$ cat src/rtl/alu_pkg.sv
// alu_pkg: shared types for the handshaked sequential ALU.
//   alu_op_e    : 4-bit operation code (12..15 reserved)
//   alu_flags_t : registered result flags
//   alu_state_e : control FSM states
package alu_pkg;

   typedef enum logic [3:0] {
      OP_ADD  = 4'd0,
      OP_SUB  = 4'd1,
      OP_AND  = 4'd2,
      OP_OR   = 4'd3,
      OP_XOR  = 4'd4,
      OP_NOR  = 4'd5,
      OP_SLT  = 4'd6,
      OP_SLTU = 4'd7,
      OP_SLL  = 4'd8,
      OP_SRL  = 4'd9,
      OP_SRA  = 4'd10,
      OP_MUL  = 4'd11
   } alu_op_e;

   typedef struct packed {
      logic zero;
      logic negative;
      logic carryout;
      logic overflow;
   } alu_flags_t;

   typedef enum logic [1:0] {
      ST_IDLE,
      ST_MUL_RUN,
      ST_DONE
   } alu_state_e;

   // Highest defined op code; anything above is reserved.
   localparam logic [3:0] OP_LAST_DEFINED = 4'd11;

   function automatic logic is_reserved(input logic [3:0] code);
      return code > OP_LAST_DEFINED;
   endfunction

endpackage

$ cat src/rtl/alu_mul_iter.sv
// alu_mul_iter: iterative shift-add unsigned multiplier, one multiplier
// bit per cycle, WIDTH cycles per product.
//   clk, rst_n : clock, asynchronous active-low reset
//   start      : load a/b and begin (ignored while busy)
//   a, b       : multiplicand / multiplier, sampled on start
//   busy       : iteration in progress
//   done       : final iteration this cycle; product is valid now
//   product    : full 2*WIDTH-bit product
module alu_mul_iter #(
   parameter int unsigned WIDTH = 32
) (
   input  logic               clk,
   input  logic               rst_n,
   input  logic               start,
   input  logic [WIDTH-1:0]   a,
   input  logic [WIDTH-1:0]   b,
   output logic               busy,
   output logic               done,
   output logic [2*WIDTH-1:0] product
);
   import alu_pkg::*;

   localparam int unsigned CW = $clog2(WIDTH);

   logic [2*WIDTH-1:0] mcand_q, mcand_d;
   logic [2*WIDTH-1:0] acc_q, acc_d, acc_step;
   logic [WIDTH-1:0]   mplier_q, mplier_d;
   logic [CW-1:0]      cnt_q, cnt_d;
   logic               busy_q, busy_d;

   // The last bit is folded in combinationally so the product is
   // available in the same cycle as done, not one cycle later.
   assign acc_step = acc_q + (mplier_q[0] ? mcand_q : '0);

   always_comb begin
      mcand_d  = mcand_q;
      acc_d    = acc_q;
      mplier_d = mplier_q;
      cnt_d    = cnt_q;
      busy_d   = busy_q;
      if (busy_q) begin
         acc_d    = acc_step;
         mcand_d  = mcand_q << 1;
         mplier_d = mplier_q >> 1;
         if (cnt_q == '0) begin
            busy_d = 1'b0;
         end else begin
            cnt_d = cnt_q - 1'b1;
         end
      end else if (start) begin
         mcand_d  = {{WIDTH{1'b0}}, a};
         acc_d    = '0;
         mplier_d = b;
         cnt_d    = CW'(WIDTH - 1);
         busy_d   = 1'b1;
      end
   end

   always_ff @(posedge clk or negedge rst_n) begin
      if (!rst_n) begin
         mcand_q  <= '0;
         acc_q    <= '0;
         mplier_q <= '0;
         cnt_q    <= '0;
         busy_q   <= 1'b0;
      end else begin
         mcand_q  <= mcand_d;
         acc_q    <= acc_d;
         mplier_q <= mplier_d;
         cnt_q    <= cnt_d;
         busy_q   <= busy_d;
      end
   end

   assign busy    = busy_q;
   assign done    = busy_q && (cnt_q == '0);
   assign product = acc_step;

endmodule

$ cat src/rtl/alu_seq.sv
// alu_seq: handshaked ALU with registered result and flags.
//   clk, rst_n                 : clock, asynchronous active-low reset
//   in_valid/in_ready          : operand-side handshake (op, bus_a, bus_b)
//   op                         : alu_pkg::alu_op_e code, 12..15 reserved
//   bus_a, bus_b               : operands; shift amount is bus_b low bits
//   out_valid/out_ready        : result-side handshake
//   out                        : registered result
//   zero/negative/carryout/overflow : registered flags, paired with out
module alu_seq #(
   parameter int unsigned WIDTH = 32
) (
   input  logic             clk,
   input  logic             rst_n,
   input  logic             in_valid,
   output logic             in_ready,
   input  logic [3:0]       op,
   input  logic [WIDTH-1:0] bus_a,
   input  logic [WIDTH-1:0] bus_b,
   output logic             out_valid,
   input  logic             out_ready,
   output logic [WIDTH-1:0] out,
   output logic             zero,
   output logic             negative,
   output logic             carryout,
   output logic             overflow
);
   import alu_pkg::*;

   localparam int unsigned SW = $clog2(WIDTH);

   alu_op_e            op_e;
   alu_state_e         state_q, state_d;
   logic [WIDTH-1:0]   out_q, out_d;
   alu_flags_t         flags_q, flags_d;

   logic [WIDTH:0]     sum_w;
   logic [WIDTH-1:0]   b_eff;
   logic               is_sub;
   logic [SW-1:0]      shamt;
   logic [WIDTH-1:0]   alu_res;
   logic               alu_c, alu_v;

   logic               ready_c, take_single, take_mul, mul_start;
   logic               mul_busy, mul_done;
   logic [2*WIDTH-1:0] mul_product;

   assign op_e  = alu_op_e'(op);
   assign shamt = bus_b[SW-1:0];

   // Single-cycle datapath; SUB shares the adder as A + ~B + 1.
   always_comb begin
      is_sub  = (op_e == OP_SUB);
      b_eff   = is_sub ? ~bus_b : bus_b;
      sum_w   = {1'b0, bus_a} + {1'b0, b_eff} + {{WIDTH{1'b0}}, is_sub};
      alu_res = '0;
      alu_c   = 1'b0;
      alu_v   = 1'b0;
      if (!is_reserved(op)) begin
         case (op_e)
            OP_ADD, OP_SUB: begin
               alu_res = sum_w[WIDTH-1:0];
               alu_c   = sum_w[WIDTH];
               alu_v   = (bus_a[WIDTH-1] == b_eff[WIDTH-1]) &&
                         (sum_w[WIDTH-1] != bus_a[WIDTH-1]);
            end
            OP_AND:  alu_res = bus_a & bus_b;
            OP_OR:   alu_res = bus_a | bus_b;
            OP_XOR:  alu_res = bus_a ^ bus_b;
            OP_NOR:  alu_res = ~(bus_a | bus_b);
            OP_SLT:  alu_res = {{(WIDTH-1){1'b0}}, $signed(bus_a) < $signed(bus_b)};
            OP_SLTU: alu_res = {{(WIDTH-1){1'b0}}, bus_a < bus_b};
            OP_SLL:  alu_res = bus_a << shamt;
            OP_SRL:  alu_res = bus_a >> shamt;
            OP_SRA:  alu_res = $unsigned($signed(bus_a) >>> shamt);
            default: alu_res = '0;
         endcase
      end
   end

   // Control FSM: acceptance and result loading.
   always_comb begin
      state_d     = state_q;
      ready_c     = 1'b0;
      take_single = 1'b0;
      take_mul    = 1'b0;
      mul_start   = 1'b0;
      case (state_q)
         ST_IDLE: ready_c = 1'b1;
         ST_MUL_RUN: begin
            if (mul_done) begin
               take_mul = 1'b1;
               state_d  = ST_DONE;
            end
         end
         ST_DONE: begin
            ready_c = out_ready;
            if (out_ready && !in_valid) state_d = ST_IDLE;
         end
         default: state_d = ST_IDLE;
      endcase
      ready_c = ready_c & ~mul_busy;
      if (in_valid && ready_c) begin
         if (op_e == OP_MUL) begin
            mul_start = 1'b1;
            state_d   = ST_MUL_RUN;
         end else begin
            take_single = 1'b1;
            state_d     = ST_DONE;
         end
      end
   end

   always_comb begin
      out_d   = out_q;
      flags_d = flags_q;
      if (take_single) begin
         out_d   = alu_res;
         flags_d = '{zero: (alu_res == '0), negative: alu_res[WIDTH-1],
                     carryout: alu_c, overflow: alu_v};
      end else if (take_mul) begin
         out_d   = mul_product[WIDTH-1:0];
         flags_d = '{zero: (mul_product[WIDTH-1:0] == '0),
                     negative: mul_product[WIDTH-1],
                     carryout: |mul_product[2*WIDTH-1:WIDTH], overflow: 1'b0};
      end
   end

   always_ff @(posedge clk or negedge rst_n) begin
      if (!rst_n) begin
         state_q <= ST_IDLE;
         out_q   <= '0;
         flags_q <= '0;
      end else begin
         state_q <= state_d;
         out_q   <= out_d;
         flags_q <= flags_d;
      end
   end

   alu_mul_iter #(.WIDTH(WIDTH)) u_mul (
      .clk     (clk),
      .rst_n   (rst_n),
      .start   (mul_start),
      .a       (bus_a),
      .b       (bus_b),
      .busy    (mul_busy),
      .done    (mul_done),
      .product (mul_product)
   );

   // Held low through reset even though the state register reads IDLE.
   assign in_ready  = ready_c & rst_n;
   assign out_valid = (state_q == ST_DONE);
   assign out       = out_q;
   assign zero      = flags_q.zero;
   assign negative  = flags_q.negative;
   assign carryout  = flags_q.carryout;
   assign overflow  = flags_q.overflow;

endmodule
$ cat config.mk
export PLATFORM = sky130hd
export DESIGN_NAME = alu_seq
export DESIGN_NICKNAME = d
export VERILOG_FILES = /design/src/rtl/alu_pkg.sv /design/src/rtl/alu_mul_iter.sv /design/src/rtl/alu_seq.sv
export SDC_FILE = /design/constraint.sdc
export NUM_CORES = 1
export LEC_CHECK = 0
export CAP_MARGIN = 20
export CORE_UTILIZATION = 36
export CTS_BUF_LIST = sky130_fd_sc_hd__clkbuf_4
export CTS_CLUSTER_DIAMETER = 40
export DETAILED_ROUTE_END_ITERATION = 16
export GPL_TIMING_DRIVEN = 0
export REMOVE_ABC_BUFFERS = 1
export SLEW_MARGIN = 10
export SYNTH_ARGS = -nofsm -noshare
export SYNTH_HDL_FRONTEND = slang
export SYNTH_SLANG_ARGS = --single-unit
export TNS_END_PERCENT = 1
$ cat constraint.sdc
create_clock -name clk -period 6.51 [get_ports clk]
set_input_delay 0.651 -clock clk [delete_from_list [all_inputs] [get_ports clk]]
set_output_delay 0.651 -clock clk [all_outputs]
set_load 0.05 [all_outputs]
==> metrics.md, run 1 <==
| Metric | Value |
|---|---|
| Clock skew | `0.0782 ns` |
| Commonest cells after routing, fill and taps aside | `nand2_1, o21ai_0, nor2_1` |
| Psw | `~3.6 mW` |
| Final setup viols | `0` |
| Pwr Density | `295 mW/mm^2` |
| Core ar. | `a little under 0.06 sq mm` |
| ANT nets after route | `0` |
| Share of the synthesized area in the top cell type | `23.3%` |
| Sinks on Clock Net | `just over 200` |
| CP arrival | `between 7 and 8 ns` |
| Critical Path Most Common Cell | `buf_4` |
| Asr flop ratio synth | `100%` |
| R2R setup slack | `1.30 ns` |
| Fin. max-slew vios | `0` |
| Mux cell area share after synthesis | `about 8.6%` |
| Ys Warns | `0` |
| Clk pin slew, worst setup/hold paths | `about 0.070 ns` |
| Syn Area/Cell | `~7.8 sq um` |
| Final Critical Period | `around 6.3 ns` |
| CTS Root Cell | `clkbuf_4` |
| Main synth FF type | `dfrtp_1` |
| Synth Instances | `approximately 2800` |
| Post-Syn Area | `0.0218 sq mm` |
| Setup_tns | `0 ns` |
| Maximum fanout along the worst path | `12` |
| Final hold viol count | `0` |
| Final Util | `between 40% and 50%` |
| GRT Total Usage | `approximately 29%` |
| Max incr delay on CP | `0.74 ns` |
| Logic pwr share | `~54%` |
| Pwr Total | `between 7 and 8 mW` |
| Compound-gate portion of the synthesized area | `24.8%` |
| Die Y | `between 200 and 250 um` |
| Initial antenna violation count | `3` |
| Largest net degree at the start of global routing | `102` |
| Crit path max-delay cell type | `clkdlybuf4s50_1` |
| Row count | `a little under 90` |
| Commonest non-fill, non-tap cell in the layout | `nand2_1` |
| Fin crit share | `a little over nine tenths` |
| Dpl hpwl | `approximately 69000 um` |
| Yosys reg bits | `roughly 200` |
| Adder-cell area share of the yosys netlist | `roughly an eighth` |
| Wirelength per Cell | `between 20 and 25 um` |
| CTS tree | `built` |
| Number of detailed-route iterations in the first pass | `6` |
| Sequential Power Share | `29.3%` |
| Largest family of logic cells by synthesized area | `compound AO/OA/AOI/OAI gates` |
| Int Power | `about 3.7 mW` |
| Routed vias | `between 20000 and 25000` |
| Die area | `~0.062 sq mm` |
| Initial core utilization | `around 37%` |
| Global-route wire length before repair | `approximately 140000 um` |
| Slew @ Worst Pin | `1.15 ns` |
| R2R Path End | `zero$_DFFE_PN0P_` |
| TritonCTS Buffers | `just over 60` |
| R2r startpoint | `u_mul.busy$_DFF_PN0_` |
| Initial DRC count | `between 2000 and 2500` |
| Number of H-tree levels | `2` |
| Clock network power share | `17.0%` |
| Post-synthesis sequential area ratio | `a little under a quarter` |
| Routability congestion estimate | `roughly 1.0` |
| Fmax | `roughly 160 MHz` |
| Later-pin clock latency in the skew report | `about 0.87 ns` |
| Pleak | `around 11 nW` |
| Dominant cell type by area after synthesis | `dfrtp_1` |
| Final WS setup | `0.230 ns` |
| Via/cell ratio | `6.27` |
| Min-Delay Path Class | `in -> async` |
| Startpoint Class | `primary input` |
| Post-CTS Setup Bufs | `0` |
| Worst path cell trace | `clkdlybuf4s50_1 -> nor4b_4 -> buf_4 -> buf_2 -> buf_4 -> buf_4 -> buf_4 -> xnor2_1 -> ha_1 -> nand2_1 -> nor4_1 -> nand4_1 -> o22ai_1 -> nor3_1 -> nor3b_2 -> nand4_1 -> a2111oi_0 -> and4_1 -> and4_1 -> a31o_1` |
| Setup CP Type | `in -> reg` |
| Max-slew headroom | `between 20% and 30%` |
| RSZ-0062 raised after global routing | `false` |
| Share of layout cells above drive strength 1 | `under 10%` |
| Overflow after GRT | `0` |
| R2r worst-path depth | `10` |
| Critical Path RT | `7.25 ns` |
| Number of global-route vias before repair | `22100` |
| Area Overhead vs Synth | `13.1%` |
| Switch share | `between 40 and 50%` |
| Top cells by area, synth | `dfrtp_1, ha_1, nand2_1` |
| Critical Path Sink Type | `register` |
| MaxCap Viol Count | `0` |
| Pre-CTS setup slack | `-0.972 ns` |
| Post-synth EDFFs | `0` |
| Max VDD drop | `about 0.14 mV` |
| Die width | `roughly 250 um` |
| Status | `completed` |
| Post-synthesis xor/xnor area fraction | `under 10%` |
| # nets final | `3114` |
| Post-route DRC | `0` |
| CTS Buffer Depth | `3` |
| Netlist cell types | `93` |
| Post-Synth Simple-Gate Area | `~22%` |
| Routed WL | `90300 um` |
| IO Pins | `110` |
| # port buffers | `109` |
[flip-flops by register name (all words and copies together) (netlist names)]
signal          count
out                32
state_q             2
u_mul.acc_q        64
carryout            1
u_mul.mplier_q     32
overflow            1
zero                1
u_mul.cnt_q         5
u_mul.mcand_q      64
u_mul.busy          1
[layout make-up]
type / instances / area (sq um)
flip-flops and latches: 203 / 5080
clock inverters: 21 / 121
repair buffers: 162 / 1800
fillers: 6134 / 34700
clock buffers: 82 / 616
diodes: 3 / 7.51
inverters: 100 / 377
multi-input cells: 2311 / 15700
well taps: 773 / 967
[routing by layer]
| layer | GRT usage, % | wire (um) | vias up |
|---|---|---|---|
| li1 | - | - | 10300 |
| met1 | 37.6 | 37700 | 11200 |
| met2 | 45.8 | 40600 | 1162 |
| met3 | 4.37 | 7230 | 255 |
| met4 | 15.7 | 4790 | 0 |
| met5 | 0 | 0 | - |
[kinds of logic (layout without fill, tap and decap cells)]
group / count (synthesis) / count (layout)
XOR/XNOR: 108 / 108
AO/OA/AOI/OAI: 840 / 840
flip-flops: 203 / 203
adder cells (fa/ha/maj): 203 / 203
buffers and inverters: 280 / 365
AND/OR/NAND/NOR: 1043 / 1043
multiplexers: 117 / 117
other: 0 / 3
[power by group through the flow]
stage / sequential, mW / clock (mW) / combinational [mW]
floorplan: 2.31 / 0 / 2.25
global placement: 2.21 / 0 / 3.66
detailed placement: 2.14 / 0 / 3.84
CTS: 2.13 / 1.29 / 3.86
global route: 2.18 / 1.35 / 4.25
finish: 2.13 / 1.24 / 3.92
[what timing repair did]
action                                  in CTS  in global routing
gates resized for setup                      1                  1
endpoints found under the setup margin       1                  1
hold buffers                                 1                  0
endpoints found under the hold margin      110                  0
gates cloned                                 0                  0
[worst max-delay path by stage]
stage / startpoint / to / slack, ns / cells after the start
4_1_cts: op[2] / zero$_DFFE_PN0P_ / 0.11 / 20
6_report: op[2] / zero$_DFFE_PN0P_ / 0.23 / 20
5_1_grt: op[2] / zero$_DFFE_PN0P_ / 0.24 / 20
2_1_floorplan: op[1] / zero$_DFFE_PN0P_ / -2.27 / 14
3_5_place_dp: op[2] / zero$_DFFE_PN0P_ / -0.97 / 20
3_3_place_gp: u_mul.busy$_DFF_PN0_ / u_mul.acc_q[9]$_DFFE_PN0P_ / -13.34 / 4
[synthesized netlist by cell type (7+ instances only)]
cell type	number
o21a_1	15
nor2_1	224
o211ai_1	30
nor2b_1	24
o221ai_1	14
a2111oi_0	8
a21boi_0	10
a22oi_1	64
mux2i_1	42
nand2_1	444
o31ai_1	13
and2_1	71
mux2_2	14
and3_1	19
nand3b_1	7
a31oi_1	27
o22ai_1	49
clkbuf_1	133
nor4b_1	8
a22o_1	13
mux4_2	53
o21ai_0	231
nand4_1	45
inv_1	97
nor4_1	24
a211oi_1	40
buf_2	16
a221oi_1	19
nand2b_1	18
dfrtp_1	203
or3_1	12
buf_1	23
xor2_1	41
xnor2_1	67
nor3_1	44
a21oi_1	176
o2111ai_1	9
ha_1	201
a221o_1	10
o21bai_1	11
nand3_1	62
a21o_1	38
[critical path, delay by kind of cell]
kind,cells,cell delay [ns]
fa+ha+maj,1,0.47
compound gates,3,1.05
buf+inv,6,1.82
xor+xnor,1,0.11
simple gates,9,2.89
[metrics by stage]
stage	std cells	hold WS (ns)	area, sq um
after floorplan	2614	0.355	21100
after global placement	3496	0.463	23200
after detailed placement	3545	0.465	23900
after CTS	3649	0.145	24600
after global routing	3655	0.185	24700
final	3655	0.230	24700
(Power assumes the default switching activity.)
==> run 2, diff against run 1 <==
--- a/config.mk
+++ b/config.mk
@@ -6,11 +6,13 @@
 export NUM_CORES = 1
 export LEC_CHECK = 0
 export CAP_MARGIN = 20
+export CORE_MARGIN = 3
 export CORE_UTILIZATION = 36
 export CTS_BUF_LIST = sky130_fd_sc_hd__clkbuf_4
 export CTS_CLUSTER_DIAMETER = 40
 export DETAILED_ROUTE_END_ITERATION = 16
 export GPL_TIMING_DRIVEN = 0
+export HOLD_SLACK_MARGIN = 0.03
 export REMOVE_ABC_BUFFERS = 1
 export SLEW_MARGIN = 10
 export SYNTH_ARGS = -nofsm -noshare
==> run 2 against run 1 <==
  * Fmax increased by 1.2%
  * Largest cell class unchanged
  * Critical endpoint unchanged
  * Hold slack improved by 0.14 ns
  * Highest routed layer unchanged
  * Clock-buffer cell count increased by 4
==> metrics.md, run 2 (same netlist as run 1, synthesis figures left out) <==
| Metric | Value |
|---|---|
| Logic pwr share | `53.3% (-0.5 points)` |
| Global-route wire length before repair | `138000 um (+1.8%)` |
| Multi-input gate area | `0.0157 sq mm (unchanged)` |
| Non-filler instance count after layout | `3668 (+0.36%)` |
| RSZ-0062 raised after global routing | `false` |
| Die Y | `252 um (+1.6%)` |
| Maximum fanout along the worst path | `13 (+1)` |
| Row count | `89 (unchanged)` |
| # fillers | `5997 (-2.2%)` |
| Min-Delay Path Class | `in -> async` |
| Clock skew | `0.0705 ns (-0.00772 ns)` |
| ANT nets after route | `0 (unchanged)` |
| Fmax | `161 MHz (+1.2%)` |
| CTS Root Cell | `clkbuf_4` |
| Register area | `0.00508 sq mm (unchanged)` |
| Status | `completed` |
| Wirelength per Cell | `24.8 um (+0.53%)` |
| Commonest non-fill, non-tap cell in the layout | `nand2_1` |
| DP Cell Count | `3547 (+0.056%)` |
| Pre-CTS setup slack | `-0.777 ns (+0.195 ns)` |
| Biggest regs | `u_mul.acc_q x64, u_mul.mcand_q x64` |
| CTS tree | `built` |
| Critical Path Sink Type | `register` |
| Routability congestion estimate | `1.02 (+0.58%)` |
| Dpl hpwl | `69800 um (+1.6%)` |
| Commonest cells after routing, fill and taps aside | `nand2_1, o21ai_0, nor2_1` |
| MaxCap Viol Count | `0 (unchanged)` |
| Final Util | `41.7% (+0.12 points)` |
| CTS Buffer Depth | `3 (unchanged)` |
| Switch share | `49.0% (-0.33 points)` |
| Initial DRC count | `2366 (-4.9%)` |
| Final setup viols | `0 (unchanged)` |
| Fin. max-slew vios | `0 (unchanged)` |
| TritonCTS Buffers | `66 (+8.2%)` |
| Critical Path RT | `7.22 ns (-0.03 ns)` |
| Pleak | `10.7 nW (+0.50%)` |
| IO Pins | `110 (unchanged)` |
| Overflow after GRT | `0 (unchanged)` |
| Die area | `0.0637 sq mm (+3.2%)` |
| Post-route DRC | `0 (unchanged)` |
| GRT Total Usage | `28.1% (-0.83 points)` |
| Sequential Power Share | `28.6% (-0.7 points)` |
| Startpoint Class | `primary input` |
| CP arrival | `6.92 ns (-0.10 ns)` |
| Fin crit share | `95.3% (-1.2 points)` |
| Die width | `252 um (+1.6%)` |
| Core ar. | `0.0596 sq mm (+0.19%)` |
| Via/cell ratio | `6.21 (-1.0%)` |
| # nets final | `3123 (+0.29%)` |
| Routed vias | `22800 (-0.67%)` |
| Final Critical Period | `6.20 ns (-0.0769 ns)` |
| Setup CP Type | `in -> reg` |
| Pwr Density | `298 mW/mm^2 (+1.1%)` |
| Share of layout cells above drive strength 1 | `9.56% (+0.46 points)` |
| Sinks on Clock Net | `203 (unchanged)` |
| Clock network power share | `18.2% (+1.2 points)` |
| Final hold viol count | `0 (unchanged)` |
| Initial core utilization | `36.7% (-0.069 points)` |
| Area Overhead vs Synth | `13.6%` |
| Routed WL | `91100 um (+0.89%)` |
| Number of detailed-route iterations in the first pass | `6 (unchanged)` |
| # port buffers | `109 (unchanged)` |
| Number of global-route vias before repair | `22500 (+1.9%)` |
| Max-slew headroom | `20.9% (-2.4 points)` |
| Max VDD drop | `0.152 mV (+12%)` |
| R2r worst-path depth | `14 (+4)` |
| Final WS setup | `0.307 ns (+0.0769 ns)` |
| Largest net degree at the start of global routing | `92 (-9.8%)` |
| Clk pin slew, worst setup/hold paths | `0.06 ns (about the same)` |
| Number of H-tree levels | `3 (+1)` |
| Int Power | `3.78 mW (+2.3%)` |
| Psw | `3.62 mW (+0.90%)` |
| Initial antenna violation count | `3 (unchanged)` |
| Later-pin clock latency in the skew report | `0.83 ns (-0.04 ns)` |
| Slew @ Worst Pin | `1.18 ns (+0.0343 ns)` |
==> run 2: cell types whose count changed in the layout (fill, tap and decap cells not counted), sizes merged, moves of 2 or more <==
cell      before  now
buf           61   64
clkbuf        82   86
clkinv        20   16
clkinvlp       0    2
diode          3    8
==> run 2: final timing paths <==
path                                                from                             to  slack (ns)
setup / recovery                                   op[2]               zero$_DFFE_PN0P_        0.31
hold / removal                                     rst_n           u_mul.busy$_DFF_PN0_        0.37
setup reg to reg           u_mul.mplier_q[0]$_DFFE_PN0P_           carryout$_DFFE_PN0P_        1.58
hold reg to reg            u_mul.mcand_q[57]$_DFFE_PN0P_  u_mul.mcand_q[58]$_DFFE_PN0P_        0.47
max in group asynchronous                          rst_n  u_mul.mcand_q[57]$_DFFE_PN0P_        5.22
min in group clk           u_mul.mcand_q[57]$_DFFE_PN0P_  u_mul.mcand_q[58]$_DFFE_PN0P_        0.47
==> run 2: critical path, cell delays in order <==
cell	delay, ns
clkdlybuf4s50_1	0.76
nor4b_4	0.59
buf_4	0.26
buf_4	0.18
buf_4	0.18
xnor2_1	0.11
ha_1	0.45
nand4_1	0.25
nor4_1	0.84
nand4_1	0.17
o22ai_1	0.60
nor3_1	0.14
nor3b_2	0.55
nand4_1	0.19
a2111oi_0	0.37
and4_1	0.28
and4_1	0.20
a31o_1	0.14
==> run 2: through the flow <==
step / area (sq um) / TNS [ns] / power, mW / hold WS, ns
final: 24800 / 0 / 7.40 / 0.371
after global routing: 24800 / 0 / 7.93 / 0.369
after CTS: 24700 / 0 / 7.38 / 0.355
after detailed placement: 23900 / -1.11 / 5.98 / 0.464
after global placement: 23200 / -2215.84 / 5.88 / 0.463
after floorplan: 21100 / -102.14 / 4.56 / 0.355
==> run 2: final cells by class <==
| class | instances | share of cell area, % |
|---|---|---|
| well taps | 773 | 3.90 |
| multi-input cells | 2311 | 63.4 |
| repair buffers | 166 | 7.40 |
| diodes | 8 | 0.0806 |
| clock buffers | 86 | 2.60 |
| inverters | 100 | 1.52 |
| clock inverters | 21 | 0.615 |
| flip-flops and latches | 203 | 20.5 |
==> run 2: metal layers <==
layer  global-route usage, %  wire, um  vias to the layer above
li1                        -         -                    10400
met1                    36.9     38600                    11100
met2                    45.4     41500                     1066
met3                    5.09      6810                      227
met4                    12.1      4220                        0
met5                       0         0                        -
==> run 2: power by group through the flow <==
| stage | sequential [mW] | clock (mW) | combinational (mW) |
|---|---|---|---|
| 6_report | 2.11 | 1.35 | 3.94 |
| 3_5_place_dp | 2.12 | 0 | 3.86 |
| 4_1_cts | 2.11 | 1.40 | 3.88 |
| 2_1_floorplan | 2.31 | 0 | 2.25 |
| 5_1_grt | 2.17 | 1.46 | 4.30 |
| 3_3_place_gp | 2.21 | 0 | 3.67 |
==> run 2: repair_timing <==
item                                   CTS  global route
hold buffers                             1             0
endpoints found under the hold margin   54             0
setup buffers                            0             0
setup endpoints to repair                0             1
resized for setup                        0             2
